File: src/rtl/cska_multiword_adder.sv
// Multi-cycle W-bit adder built around a CHUNK-bit carry-skip adder core.
// Operands are summed one chunk per cycle, LSB first, with a registered carry.

module cska_top #(
    parameter int N          = 2,
    parameter int BLOCK_SIZE = 2
) (
    input  logic [N-1:0] a,
    input  logic [N-1:0] b,
    input  logic         cin,
    output logic [N-1:0] sum,
    output logic         cout
);

    logic [N-1:0] p;
    logic [N-1:0] g;
    logic         c_rip;
    logic         c_blk;
    logic         blk_p;

    assign p = a ^ b;
    assign g = a & b;

    // Ripple inside each block; a fully propagating block forwards its carry-in.
    always_comb begin
        sum   = '0;
        c_rip = cin;
        c_blk = cin;
        blk_p = 1'b1;
        for (int i = 0; i < N; i++) begin
            sum[i] = p[i] ^ c_rip;
            c_rip  = g[i] | (p[i] & c_rip);
            blk_p  = blk_p & p[i];
            if ((i % BLOCK_SIZE) == BLOCK_SIZE - 1 || i == N - 1) begin
                c_blk = blk_p ? c_blk : c_rip;
                c_rip = c_blk;
                blk_p = 1'b1;
            end
        end
        cout = c_blk;
    end

endmodule

module cska_multiword_adder #(
    parameter int W          = 8,
    parameter int CHUNK      = 2,
    parameter int BLOCK_SIZE = 2
) (
    input  logic         clk,
    input  logic         rst,
    input  logic         in_valid,
    output logic         in_ready,
    input  logic [W-1:0] in_a,
    input  logic [W-1:0] in_b,
    input  logic         in_cin,
    output logic         out_valid,
    input  logic         out_ready,
    output logic [W-1:0] out_sum,
    output logic         out_cout,
    output logic         busy
);

    localparam int NCHUNK = W / CHUNK;
    localparam int IW     = (NCHUNK > 1) ? $clog2(NCHUNK) : 1;

    if (W % CHUNK != 0) begin : g_width_chk
        $error("cska_multiword_adder: W must be a multiple of CHUNK");
    end

    typedef enum logic [1:0] {IDLE, CALC, DONE} state_t;

    state_t          state_q, state_d;
    logic [W-1:0]    a_q, a_d;
    logic [W-1:0]    b_q, b_d;
    logic [W-1:0]    sum_q, sum_d;
    logic [IW-1:0]   idx_q, idx_d;
    logic            carry_q, carry_d;
    logic            cout_q, cout_d;
    logic            in_ready_q, in_ready_d;
    logic            out_valid_q, out_valid_d;
    logic            busy_q, busy_d;

    logic [CHUNK-1:0] chunk_a;
    logic [CHUNK-1:0] chunk_b;
    logic [CHUNK-1:0] chunk_sum;
    logic             chunk_cout;

    assign chunk_a = a_q[idx_q*CHUNK +: CHUNK];
    assign chunk_b = b_q[idx_q*CHUNK +: CHUNK];

    cska_top #(
        .N          (CHUNK),
        .BLOCK_SIZE (BLOCK_SIZE)
    ) u_core (
        .a    (chunk_a),
        .b    (chunk_b),
        .cin  (carry_q),
        .sum  (chunk_sum),
        .cout (chunk_cout)
    );

    always_comb begin
        state_d     = state_q;
        a_d         = a_q;
        b_d         = b_q;
        sum_d       = sum_q;
        idx_d       = idx_q;
        carry_d     = carry_q;
        cout_d      = cout_q;
        in_ready_d  = in_ready_q;
        out_valid_d = out_valid_q;
        busy_d      = busy_q;
        unique case (state_q)
            IDLE: begin
                if (in_valid) begin
                    a_d        = in_a;
                    b_d        = in_b;
                    carry_d    = in_cin;
                    idx_d      = '0;
                    state_d    = CALC;
                    in_ready_d = 1'b0;
                    busy_d     = 1'b1;
                end
            end
            CALC: begin
                sum_d[idx_q*CHUNK +: CHUNK] = chunk_sum;
                carry_d = chunk_cout;
                idx_d   = idx_q + 1'b1;
                if (idx_q == IW'(NCHUNK - 1)) begin
                    idx_d       = '0;
                    cout_d      = chunk_cout;
                    out_valid_d = 1'b1;
                    state_d     = DONE;
                end
            end
            DONE: begin
                if (out_ready) begin
                    out_valid_d = 1'b0;
                    in_ready_d  = 1'b1;
                    busy_d      = 1'b0;
                    state_d     = IDLE;
                end
            end
            default: state_d = IDLE;
        endcase
    end

    always_ff @(posedge clk) begin
        if (rst) begin
            state_q     <= IDLE;
            a_q         <= '0;
            b_q         <= '0;
            sum_q       <= '0;
            idx_q       <= '0;
            carry_q     <= 1'b0;
            cout_q      <= 1'b0;
            in_ready_q  <= 1'b1;
            out_valid_q <= 1'b0;
            busy_q      <= 1'b0;
        end else begin
            state_q     <= state_d;
            a_q         <= a_d;
            b_q         <= b_d;
            sum_q       <= sum_d;
            idx_q       <= idx_d;
            carry_q     <= carry_d;
            cout_q      <= cout_d;
            in_ready_q  <= in_ready_d;
            out_valid_q <= out_valid_d;
            busy_q      <= busy_d;
        end
    end

    assign in_ready  = in_ready_q;
    assign out_valid = out_valid_q;
    assign out_sum   = sum_q;
    assign out_cout  = cout_q;
    assign busy      = busy_q;

endmodule

File: config.mk
export PLATFORM = sky130hd
export DESIGN_NAME = cska_multiword_adder
export DESIGN_NICKNAME = d
export VERILOG_FILES = /design/src/rtl/cska_multiword_adder.sv
export SDC_FILE = /design/constraint.sdc
export NUM_CORES = 1
export LEC_CHECK = 0
export BUFFER_PORTS_ARGS = -buffer_cell sky130_fd_sc_hd__buf_2
export CORE_MARGIN = 2
export CORE_UTILIZATION = 53
export CTS_CLUSTER_SIZE = 10
export DETAILED_ROUTE_END_ITERATION = 8
export HOLD_SLACK_MARGIN = 0.02
export PLACE_DENSITY = 0.78
export SYNTH_ARGS = -nofsm -noshare
export SYNTH_HDL_FRONTEND = slang
export SYNTH_SLANG_ARGS = --single-unit
File: constraint.sdc
create_clock -name clk -period 2.75 [get_ports clk]
set_input_delay 0.1375 -clock clk [delete_from_list [all_inputs] [get_ports clk]]
set_output_delay 0.1375 -clock clk [all_outputs]
set_load 0.02 [all_outputs]
==> impl_metrics.toml, run 1 <==
[timing]
min_period_over_period = 0.9132
tightest_slew_ns = 0.6498
final-setup-viol-count = 0
rsz0062_at_grt = "no"
tns_ns = 0
max_slew_margin = 0.5668
max_freq_ghz = 0.3982
clock_skew_ns = 0.006516
final_hold_viol_count = 0
post-route-min-period_ns = 2.511
drv_slew = 0

[synth]
synth_edf_count = 0
synth_common_cells = "nand2_1, dfxtp_1, a21oi_1"
yosysSeqAreaShare = 0.4227
netlist_area_um2 = 1563
yosys_register_bits = 33
synthTopCellsByArea = "dfxtp_1, nand2_1, a21oi_1, ha_1, mux4_2"
synth.avg_cell_area_um2 = 8.879
synth_warnings = 0
ys_types = 32
syn_nets = 207
synthArstFlopShare = 0
synth_ff_type = "dfxtp_1"
yosysMostFrequentCell = "nand2_1"
yosysTopAreaCell = "dfxtp_1"
yosys.area.top_type_share = 0.4227
syn_inst = 176

[clocking]
clk_path_buf_depth = 2
numCtsBuffers = 5
cts-root-buf = "clkbuf_4"
cts.sinks = 33
clock_latency_ns = 0.33
postCtsSetupBuffers = 0
cts_tree = "yes"
ctsResizeCount = 0
cts_hold_buf = 0
htree_levels = 2
path_clk_slew_ns = 0.10

[worst_setup_path]
path_max_fanout = 5
cp.arrival_ns = 2.71
r2r_slack_ns = 0.24
cpPeakStageDelay_ns = 0.58
crit_path_top_delay_cell = "mux4_2"
reg2regPathDepth = 6
endpoint_kind = "flop"
crit_type = "reg -> reg"
path_cells = "mux4_2 -> fa_1 -> fa_1 -> a21boi_0 -> nor4b_1 -> nor3_1"
cp_common_cell = "fa_1"
rr_startpoint = "idx_q[0]"
startpoint_type = "flop"
cp.required_ns = 2.95
crit_path_end = "out_cout"
r2r-end = "out_cout"
startpoint = "idx_q[0]"

[layout]
num_antenna_cells = 0
layout.nets = 236
area_growth_pct = 12.65
drive_gt1_frac = 0.2233
stdcell_area_um2 = 1760
nFillCells = 230

[die]
num_rows = 19
die_area_um2 = 3399
die_w_um = 58.30
die_height_um = 58.30
core_um2 = 2781
initial_utilization = 0.5619
io-pin-count = 33

[global_routing]
globalRouteOverflowTotal = 0
grt_max_degree = 34
grt_pass1_wl_mm = 5.313
grt_antenna_before_repair = 0
track_usage = 0.1998
grt_pass1_vias = 1308

[routing]
drc = 0
drt_wl_total_mm = 3.090
firstDrtPassIters = 4
drtAntennaViolNets = 0
via_per_inst = 5.574
drt_iter0_markers = 33
wl_per_cell_um = 13.04
vias = 1321

[pwr]
swShare = 0.2852
p_clk_frac = 0.279
power_density_nw_per_um2 = 524.1
p_total_w = 0.0009227
peakVddDrop_uv = 519.4
seq_power_share = 0.565
p_leak_nw = 0.7390
power.switching_w = 0.0002632
intPower_w = 0.0006595
combPwrFrac = 0.156

[place]
placement.io_buffers = 32
place.gp.congestion = 0.7813
place_area_um2 = 1709
hpwl_mm = 2.201

[worst_hold_path]
min_path_type = "in -> reg"

[run]
maxCapViolations = 0

[status]
status = "finished clean"
[flip-flops by register name, indices dropped and copies added (netlist names)]
signal,flops
in_ready,1
busy,1
state_q,2
out_sum,8
out_cout,1
carry_q,1
a_q,8
idx_q,2
out_valid,1
b_q,8
[critical path, delay by kind of cell, from the launching register on]
kind / cells / cell delay [ns]
fa+ha+maj: 2 / 0.81
compound gates: 1 / 0.15
mux: 1 / 0.58
simple gates: 2 / 0.38
flops: 1 / 0.49
[logic make-up after synthesis]
family	count (synthesis)	synth area share
compound gates	40	0.1417
fa+ha+maj	10	0.08968
buf+inv	15	0.04803
flops	33	0.4227
mux	4	0.05765
simple gates	74	0.2402
[metrics by stage]
stage / hold WS (ns) / instances / util / worst slack (ns)
floorplan: 0.2735 / 176 / - / 0.3030
global placement: 0.3782 / 229 / 0.6145 / 0.3466
detailed placement: 0.3848 / 229 / 0.6145 / 0.2315
CTS: 0.03488 / 237 / 0.6329 / 0.2181
global route: 0.02447 / 237 / 0.6329 / 0.07426
finish: 0.03753 / 237 / 0.6329 / 0.2387
[power by group through the flow]
| stage | sequential (W) | combinational [W] | clock [W] |
|---|---|---|---|
| global placement | 0.000531 | 0.000137 | 0 |
| finish | 0.000521 | 0.000144 | 0.000258 |
| detailed placement | 0.000532 | 0.000142 | 0 |
| global route | 0.000525 | 0.000162 | 0.000286 |
| CTS | 0.000521 | 0.000143 | 0.000261 |
| floorplan | 0.000529 | 0.000107 | 0 |
[per-layer routing]
metal / up-vias / part of all wire / track usage / wire length, um
met1: 617 / 0.44 / 0.2400 / 1354
met3: 5 / 0.036 / 0.05495 / 112
met4: 0 / 0.0094 / 0.05980 / 29
met5: - / 0 / 0 / 0
met2: 33 / 0.52 / 0.3483 / 1593
li1: 666 / - / - / -
[area by class of cell]
cell class / count / area, um^2 / area share
multi-input combinational: 128 / 827.0 / 0.4698
timing repair buffer: 33 / 167.7 / 0.09524
sequential: 33 / 660.6 / 0.3753
clock buffer: 6 / 41.29 / 0.02345
tap: 31 / 38.79 / 0.02203
clock inverter: 2 / 10.01 / 0.005686
inverter: 4 / 15.01 / 0.008529
[cell usage in the layout (no fill, tap or decap), types with 2 or more instances in the layout]
master,Yosys,layout
nor2b_1,3,3
nand3_1,3,3
fa_1,2,2
a21oi_1,30,30
clkinv_2,0,2
nand2b_1,2,2
nor2_1,4,4
ha_1,8,8
a21o_1,2,2
buf_2,3,32
nand3b_1,4,4
nor3b_1,3,3
inv_1,4,4
nand2_1,42,42
nand4_1,6,6
a32oi_1,2,2
mux4_2,4,4
clkbuf_4,0,5
o21ai_0,2,2
dfxtp_1,33,33
[worst min path at each step]
stage	from	to	depth (start not counted)
CTS	in_b[0]	b_q[0]	3
finish	in_a[0]	a_q[0]	3
global route	in_b[5]	b_q[5]	3
detailed placement	in_a[0]	a_q[0]	3
global placement	in_b[7]	b_q[7]	3
floorplan	in_a[0]	a_q[0]	2
(Power assumes the default switching activity.)
==> run 2: changes to the inputs <==
Settings changed: MAX_ROUTING_LAYER set to met4.
==> impl_metrics.toml, run 2 (synthesis results as in run 1) <==
[worst_setup_path]
startpoint_type = "flop"
endpoint_kind = "flop"
path_max_fanout = 5
cp.required_ns = 2.95
crit_type = "reg -> reg"
cp.arrival_ns = 2.71

[layout]
area_growth_pct = 12.65
nFillCells = 230
final_cells = 237
mostFrequentLayoutCells = "nand2_1, dfxtp_1, buf_2, a21oi_1, ha_1"
num_antenna_cells = 0
layout.nets = 236
drive_gt1_frac = 0.2233
ff_latch_area_um2 = 660.6
multi_input_area_um2 = 827.0
fin_util = 0.6329
final_common_cell = "nand2_1"

[clocking]
cts_tree = "yes"
cts.sinks = 33
clk_path_buf_depth = 2
clock_latency_ns = 0.33
cts_hold_buf = 0
cts-root-buf = "clkbuf_4"
path_clk_slew_ns = 0.10
postCtsSetupBuffers = 0
ctsResizeCount = 0
htree_levels = 2
numCtsBuffers = 5

[routing]
drtAntennaViolNets = 0
drt_iter0_markers = 34
wl_per_cell_um = 13.00
drt_wl_total_mm = 3.082
drc = 0
via_per_inst = 5.591
firstDrtPassIters = 5
vias = 1325

[timing]
rsz0062_at_grt = "no"
final_hold_viol_count = 0
drv_slew = 0
min_period_over_period = 0.9133
final-setup-viol-count = 0
tns_ns = 0
tightest_slew_ns = 0.6568
max_freq_ghz = 0.3982
post-route-min-period_ns = 2.512
clock_skew_ns = 0.006812
setup_ws_ns = 0.2385
max_slew_margin = 0.5617

[global_routing]
grt_pass1_wl_mm = 5.313
grt_pass1_vias = 1307
grt_max_degree = 34
grt_antenna_before_repair = 0
track_usage = 0.2059
globalRouteOverflowTotal = 0

[place]
hpwl_mm = 2.201
place.gp.congestion = 0.7920
place_ws_ns = 0.2315
placement.io_buffers = 32
place_inst = 229

[die]
die_area_um2 = 3399
die_height_um = 58.30
die_w_um = 58.30
io-pin-count = 33
core_um2 = 2781
initial_utilization = 0.5619
num_rows = 19

[pwr]
combPwrFrac = 0.155
p_total_w = 0.0009240
intPower_w = 0.0006594
peakVddDrop_uv = 522.8
seq_power_share = 0.564
power.switching_w = 0.0002646
p_clk_frac = 0.281
power_density_nw_per_um2 = 524.9
swShare = 0.2864
p_leak_nw = 0.7390

[status]
status = "finished clean"

[run]
maxCapViolations = 0

[worst_hold_path]
min_path_type = "in -> reg"
## run 2: cell counts in the layout (fill, tap and decap cells not counted)
No cell type changed its count.
## run 2: cell type report
cell class / instances / share of cell area
Tap cell: 31 / 0.02203
Multi-Input combinational cell: 128 / 0.4698
Clock buffer: 6 / 0.02345
Clock inverter: 2 / 0.005686
Inverter: 4 / 0.008529
Timing Repair Buffer: 33 / 0.09524
Sequential cell: 33 / 0.3753
## run 2: layer usage
layer / track usage / part of all wire / vias to the layer above
met5: - / 0 / -
met4: 0.05980 / 0.0097 / 0
li1: - / - / 665
met2: 0.3499 / 0.51 / 36
met3: 0.05495 / 0.042 / 5
met1: 0.2386 / 0.44 / 619
## run 2: worst paths after layout
path	slack, ns	endpoint	depth (start not counted)	from
setup / recovery	0.24	out_cout	6	idx_q[0]
hold reg to reg	0.45	out_sum[0]	2	out_sum[0]
setup reg to reg	0.24	out_cout	6	idx_q[0]
hold / removal	0.04	a_q[0]	3	in_a[0]
## run 2: critical path: stages (launching register included)
cell,delay (ns)
dfxtp_1,0.49
mux4_2,0.58
fa_1,0.43
fa_1,0.38
a21boi_0,0.15
nor4b_1,0.29
nor3_1,0.09
## run 2: power by group through the flow
stage | clock, W | sequential, W | combinational [W]
after CTS | 0.000261 | 0.000521 | 0.000143
after floorplan | 0 | 0.000529 | 0.000107
after global placement | 0 | 0.000531 | 0.000137
after global routing | 0.000286 | 0.000525 | 0.000162
after detailed placement | 0 | 0.000532 | 0.000142
final | 0.000259 | 0.000521 | 0.000143
## run 2: through the flow
step	hold slack [ns]	cell area [um^2]
after floorplan	0.2735	1563
after global placement	0.3782	1709
after detailed placement	0.3848	1709
after CTS	0.03488	1760
after global routing	0.02447	1760
final	0.03553	1760
